### src/rtl/multicycle_control.sv
// Multi-cycle LEGv8 control unit: FETCH/DECODE/EXEC/MEM/WB sequencer with a
// memory ready handshake, a bounded memory wait, and sticky error flags.
module multicycle_control #(
  parameter int OP_W        = 11,
  parameter int ALUOP_W     = 2,
  parameter int MEM_TIMEOUT = 15,
  parameter int STRICT      = 1
) (
  input  logic               clk,
  input  logic               rst_n,
  input  logic [OP_W-1:0]    instruction,
  input  logic               zero,
  input  logic               mem_ready,
  output logic               pc_write,
  output logic               ir_write,
  output logic               reg2loc,
  output logic               br,
  output logic               MemRead,
  output logic               MemWrite,
  output logic               MemToReg,
  output logic [ALUOP_W-1:0] ALUOp,
  output logic               ALUsrc,
  output logic               RegWrite,
  output logic               illegal,
  output logic               timeout,
  output logic [2:0]         state
);

  typedef enum logic [2:0] {
    S_FETCH  = 3'd0,
    S_DECODE = 3'd1,
    S_EXEC   = 3'd2,
    S_MEM    = 3'd3,
    S_WB     = 3'd4,
    S_ERR    = 3'd5
  } state_t;

  typedef enum logic [2:0] {
    C_R, C_LDUR, C_STUR, C_CBZ, C_B, C_BAD
  } cls_t;

  localparam int CNT_W = (MEM_TIMEOUT > 0) ? $clog2(MEM_TIMEOUT + 1) : 1;
  localparam logic [CNT_W-1:0] CNT_LIMIT = CNT_W'(MEM_TIMEOUT);
  localparam logic [CNT_W-1:0] CNT_MAX   = '1;
  localparam logic             TO_EN     = (MEM_TIMEOUT > 0);
  localparam logic             STRICT_EN = (STRICT != 0);

  localparam logic [ALUOP_W-1:0] ALU_ADD   = ALUOP_W'(2'b00);
  localparam logic [ALUOP_W-1:0] ALU_PASS  = ALUOP_W'(2'b01);
  localparam logic [ALUOP_W-1:0] ALU_FUNCT = ALUOP_W'(2'b10);

  // Unknown opcodes fall back to R-type when legacy decode is selected.
  function automatic cls_t classify(input logic [OP_W-1:0] op);
    cls_t c;
    if (op == 11'b11111000010)        c = C_LDUR;
    else if (op == 11'b11111000000)   c = C_STUR;
    else if (op[10:3] == 8'b10110100) c = C_CBZ;
    else if (op[10:5] == 6'b000101)   c = C_B;
    else if (op == 11'b10001011000 || op == 11'b11001011000 ||
             op == 11'b10001010000 || op == 11'b10101010000)
      c = C_R;
    else
      c = STRICT_EN ? C_BAD : C_R;
    return c;
  endfunction

  state_t            state_q, state_d;
  logic [OP_W-1:0]   opcode_q, opcode_d;
  logic [CNT_W-1:0]  cnt_q, cnt_d;
  logic              illegal_q, illegal_d;
  logic              timeout_q, timeout_d;

  cls_t              cls_live;
  cls_t              cls_lat;
  logic              wait_expired;
  logic [CNT_W-1:0]  cnt_inc;

  assign cls_live     = classify(instruction);
  assign cls_lat      = classify(opcode_q);
  assign wait_expired = TO_EN && (cnt_q == CNT_LIMIT) && !mem_ready;
  assign cnt_inc      = (cnt_q == CNT_MAX) ? cnt_q : cnt_q + 1'b1;

  always_ff @(posedge clk) begin
    if (!rst_n) begin
      state_q   <= S_FETCH;
      opcode_q  <= '0;
      cnt_q     <= '0;
      illegal_q <= 1'b0;
      timeout_q <= 1'b0;
    end else begin
      state_q   <= state_d;
      opcode_q  <= opcode_d;
      cnt_q     <= cnt_d;
      illegal_q <= illegal_d;
      timeout_q <= timeout_d;
    end
  end

  always_comb begin
    state_d   = state_q;
    opcode_d  = opcode_q;
    cnt_d     = cnt_q;
    illegal_d = illegal_q;
    timeout_d = timeout_q;
    pc_write  = 1'b0;
    ir_write  = 1'b0;
    reg2loc   = 1'b0;
    br        = 1'b0;
    MemRead   = 1'b0;
    MemWrite  = 1'b0;
    MemToReg  = 1'b0;
    ALUOp     = ALU_ADD;
    ALUsrc    = 1'b0;
    RegWrite  = 1'b0;

    case (state_q)
      S_FETCH: begin
        MemRead = 1'b1;
        ALUOp   = ALU_ADD;
        if (mem_ready) begin
          ir_write = 1'b1;
          pc_write = 1'b1;
          cnt_d    = '0;
          state_d  = S_DECODE;
        end else if (wait_expired) begin
          timeout_d = 1'b1;
          state_d   = S_ERR;
        end else begin
          cnt_d = cnt_inc;
        end
      end

      // The IR is already valid here, so decode it live rather than the latch.
      S_DECODE: begin
        opcode_d = instruction;
        cnt_d    = '0;
        reg2loc  = (cls_live == C_CBZ) || (cls_live == C_STUR);
        if (cls_live == C_BAD) begin
          illegal_d = 1'b1;
          state_d   = S_ERR;
        end else begin
          state_d = S_EXEC;
        end
      end

      S_EXEC: begin
        cnt_d = '0;
        case (cls_lat)
          C_LDUR: begin
            ALUsrc  = 1'b1;
            state_d = S_MEM;
          end
          C_STUR: begin
            ALUsrc  = 1'b1;
            reg2loc = 1'b1;
            state_d = S_MEM;
          end
          C_CBZ: begin
            reg2loc  = 1'b1;
            ALUOp    = ALU_PASS;
            br       = zero;
            pc_write = zero;
            state_d  = S_FETCH;
          end
          C_B: begin
            br       = 1'b1;
            pc_write = 1'b1;
            state_d  = S_FETCH;
          end
          default: begin
            ALUOp   = ALU_FUNCT;
            state_d = S_WB;
          end
        endcase
      end

      S_MEM: begin
        MemWrite = (cls_lat == C_STUR);
        MemRead  = (cls_lat != C_STUR);
        if (mem_ready) begin
          cnt_d   = '0;
          state_d = (cls_lat == C_STUR) ? S_FETCH : S_WB;
        end else if (wait_expired) begin
          timeout_d = 1'b1;
          state_d   = S_ERR;
        end else begin
          cnt_d = cnt_inc;
        end
      end

      S_WB: begin
        RegWrite = 1'b1;
        MemToReg = (cls_lat == C_LDUR);
        cnt_d    = '0;
        state_d  = S_FETCH;
      end

      S_ERR: begin
        state_d = S_ERR;
      end

      default: begin
        state_d = S_FETCH;
      end
    endcase
  end

  assign illegal = illegal_q;
  assign timeout = timeout_q;
  assign state   = state_q;

endmodule
### config.mk
export PLATFORM = sky130hd
export DESIGN_NAME = multicycle_control
export DESIGN_NICKNAME = d
export VERILOG_FILES = /design/src/rtl/multicycle_control.sv
export SDC_FILE = /design/constraint.sdc
export NUM_CORES = 1
export LEC_CHECK = 0
export ABC_AREA = 1
export CAP_MARGIN = 20
export CORE_MARGIN = 2
export CORE_UTILIZATION = 43
export DETAILED_ROUTE_END_ITERATION = 7
export PLACE_DENSITY = 0.74
export SETUP_SLACK_MARGIN = 0.02
export SYNTH_ARGS = -nofsm -noshare
export SYNTH_HDL_FRONTEND = slang
export SYNTH_SLANG_ARGS = --single-unit
### constraint.sdc
create_clock -name clk -period 1.1 [get_ports clk]
set_input_delay 0.22 -clock clk [delete_from_list [all_inputs] [get_ports clk]]
set_output_delay 0.22 -clock clk [all_outputs]
set_load 0.02 [all_outputs]
==> out/results.tsv, run 1 <==
metric	value	unit
portBuffers	30	
syn_area_per_cell	6.174	sq um
start_util	44.71	%
async_flop_share	0	%
syn-cell-area	1222	sq um
place_ws	-1.021	ns
rows	19	
syn_nets	214	
ys_seq_area_share	32.75	%
postCtsHoldBufs	0	
status	aborted with a tool error	
root_buffer	clkbuf_4	
htreeDepth	1	
ys.warnings.count	0	
chipWidth	57.32	microns
synth_edf_count	0	
synth_ff_type	dfxtp_1	
ys_types	24	
syn-instance-count	198	
tool.error	[ERROR DPL-0038] Utilization greater than 100%, impossible to legalize	
clock_sinks	20	
numCtsBuffers	3	
io_pins	31	
endpoint_type	top-level output	
hpwl	3.069	mm
grt_max_degree	16	
die_h	57.32	microns
synth_seq_cells	20	
clk_path_buf_depth	2	
worst_endpoint	MemWrite	
lastStage	5_1_grt	
place.gp.congestion	0.9003	
-- logic make-up after synthesis --
family	Yosys count	synth area share, %
AND/OR/NAND/NOR	93	34.49
adder cells (fa/ha/maj)	1	1.023
AO/OA/AOI/OAI	44	19.04
flip-flops	20	32.75
XOR/XNOR	1	0.7166
buffers and inverters	39	11.98
-- synthesized netlist by cell type (3+ instances only) --
cell type | count | area share (%)
nand4_1 | 5 | 2.6
inv_1 | 33 | 10
nor2_1 | 26 | 8.0
dfxtp_1 | 20 | 33
nand2_1 | 32 | 9.8
o21ai_0 | 20 | 8.2
nor3_1 | 4 | 1.6
nand3_1 | 15 | 6.1
inv_2 | 3 | 0.92
a21oi_1 | 21 | 8.6
-- through the flow --
stage / util (%) / hold WS, ns / cell area, sq um / std cells
after global placement: 76.11 / 0.4387 / 2081 / 304
after floorplan: - / 0.3509 / 1391 / 198
after CTS: 94.55 / 0.3857 / 2585 / 329
after detailed placement: 76.11 / 0.4513 / 2081 / 304
-- what timing repair did --
item                       4_1_cts
buffers inserted                23
resized for setup              196
setup endpoints to repair       36
cloned                           1
pin swaps                       34
==> run 2, diff against run 1 <==
Settings changed: CORE_UTILIZATION 43 to 29, PLACE_DENSITY 0.74 to unset, PLACE_DENSITY_LB_ADDON set to 0.15, SETUP_SLACK_MARGIN 0.02 to unset.
Clock period 1.1 ns to 1.4 ns, I/O delays scaled along.
==> out/results.tsv, run 2 <==
metric	value	unit	change
status	complete, but fails checks		
failed_checks	negative setup slack		
critPathSlowestCell	dfxtp_2		
worst_slew_pin_slew	0.3475	ns	
clk_path_buf_depth	2		unchanged
cpMostUsedCell	nand2_1		
worst-path-stages	7		
syn2layout_area_growth	114.5	%	
ys_seq_area_share	32.75	%	unchanged
endpoint_kind	primary output		
synth_common_cells	inv_1 (33), nand2_1 (32), nor2_1 (26)		
hpwl	2.728	mm	-11%
power_density	792.9	nW/um^2	
place.gp.congestion	0.8284		-8.0%
layout_common_cells	buf_4 (42), buf_6 (31), nand2_1 (20)		
ant_nets	0		
syn_area_per_cell	6.174	sq um	unchanged
worstPathRequired	1.12	ns	
slew_violations	0		
fmax	0.5745	GHz	
crit_path_cell_trace	nand2_4 > nor4_4 > nand2_1 > nand2_1 > inv_2 > o22ai_2 > buf_6		
grt_pass1_wl	6.403	mm	
drive_gt1_share	58.84	%	
critical_path.max_fanout	3		
final.period_utilization	124.3	%	
async_flop_share	0	%	unchanged
path_delay_family	simple AND/OR/NAND/NOR gates		
netlist_top_cells_area	dfxtp_1 (33%), inv_1 (10%), nand2_1 (9.8%)		
hold_violations	0		
post-synth-top-count-cell	inv_1		
synth_seq_cells	20		unchanged
drv_cap	0		
power_leakage	1.240	nW	
portBuffers	30		unchanged
max_stage_delay	0.36	ns	
numCtsBuffers	3		unchanged
rsz0062_at_grt	true		
largest_register_ffs	11		
die_h	68.93	microns	+20%
final_cells	344		
synth_top_area_share	32.75	%	unchanged
clock_sinks	20		unchanged
nFillCells	328		
diodes	0		
critical_path_class	flip-flop to primary output		
io_pins	31		unchanged
rows	23		+4
worstPathArrival	1.46	ns	
hp-class	primary input to flip-flop		
core-area	4029	sq um	
ys.warnings.count	0		unchanged
crit_buf_inv	2		
start_util	30.34	%	-14 points
finClkSkew	0.001779	ns	
cts_tree	built		
dr.pass1.iters	4		
crit_start	opcode_q[8]		
hold_depth	4		
syn-instance-count	198		unchanged
relSlewSlack	76.68	%	
grt_overflow_total	0		
ys_types	24		unchanged
worst_slack	-0.3408	ns	
syn_nets	214		unchanged
hold_start	instruction[1]		
postCtsHoldBufs	0		unchanged
grt_util_all_layers	18.03	%	
post_drt_wl_per_cell	13.13	microns	
synth_ff_type	dfxtp_1		
layout_commonest_cell	buf_4		
cts.clk_slew.worst_paths	0.08	ns	
vias	1655		
regMostFlops	opcode_q		
reg2reg_depth	10		
root_buffer	clkbuf_8		
finalSetupViolCount	17		
wirelength	4.518	mm	
synth_edf_count	0		unchanged
grt_max_degree	16		
via_per_inst	4.811		
dieArea	4751	sq um	
layout_min_cycle_time	1.741	ns	
post-synth-top-area-cell	dfxtp_1		
chipWidth	68.93	microns	+20%
nets	311		
placed_cells	323		+6.3%
post-route-drc-count	0		
worstSetupStartpointType	flip-flop		
peakVddDrop	376.9	uV	
htreeDepth	1		unchanged
reg2reg_from	state[0]		
drtIter0Drc	55		
place_ws	-0.8293	ns	+0.1917 ns
grt_pass1_vias	1413		
antenna_found_initial	0		
clk_latency	0.26	ns	
syn-cell-area	1222	sq um	unchanged
[run 2: repair_timing]
item / CTS / global route
hold endpoints to repair: 0 / 0
endpoints found under the setup margin: 26 / 24
buffers inserted: 5 / 13
gates cloned: 1 / 0
pin swaps: 9 / 35
resized for setup: 112 / 107
[run 2: power by group]
part           internal, mW  switching (mW)  total (mW)
Sequential            0.631          0.0542       0.685
Combinational         0.401           0.411       0.813
Clock                 0.382           0.200       0.581
Total                  1.41           0.665        2.08
[run 2: worst min-delay path, stage by stage]
cell and delay, ns:
dlymetal6s2s_1 0.14, inv_2 0.06, buf_4 0.09, a21oi_1 0.04
[run 2: per-layer routing]
| layer | vias to the layer above | track usage, % | share of wire [%] |
|---|---|---|---|
| li1 | 833 | - | - |
| met1 | 763 | 21.67 | 39 |
| met2 | 47 | 31.37 | 54 |
| met3 | 12 | 3.571 | 4.9 |
| met4 | 0 | 7.108 | 2.3 |
| met5 | - | 0 | 0 |
[run 2: area by class of cell]
class / count / area, sq um / share of cell area (%)
sequential: 20 / 421.7 / 16.08
timing repair buffer: 95 / 912.1 / 34.78
tap: 50 / 62.56 / 2.385
clock inverter: 1 / 30.03 / 1.145
multi-input combinational: 139 / 1007 / 38.41
inverter: 36 / 147.6 / 5.630
clock buffer: 3 / 41.29 / 1.574
[run 2: path summary, 6_finish.rpt]
check,to,slack (ns)
max,pc_write,-0.34
min,opcode_q[1],0.40
min reg2reg,illegal,0.45
max reg2reg,cnt_q[3],-0.19
[run 2: kinds of logic after synthesis]
logic type / Yosys count / synth area share, %
buf+inv: 39 / 11.98
flops: 20 / 32.75
xor+xnor: 1 / 0.7166
simple gates: 93 / 34.49
compound gates: 44 / 19.04
fa+ha+maj: 1 / 1.023
[run 2: through the flow]
stage	util (%)	TNS (ns)	hold WS, ns	power (mW)	cell area, sq um
finish	65.09	-3.523	0.3984	2.079	2623
global route	65.09	-4.800	0.4047	2.186	2623
CTS	55.09	-3.676	0.4552	1.879	2220
detailed placement	49.16	-9.439	0.4454	1.216	1981
global placement	49.16	-9.249	0.4382	1.215	1981
floorplan	-	-0.06805	0.4184	0.9192	1257
No activity file was read; power rests on OpenSTA's default activity.
==> run 3, diff against run 2 <==
Settings changed: SLEW_MARGIN set to 20.
==> results of run 3 <==
Same layout as run 2: the final DEF is identical, and so are final timing and power.
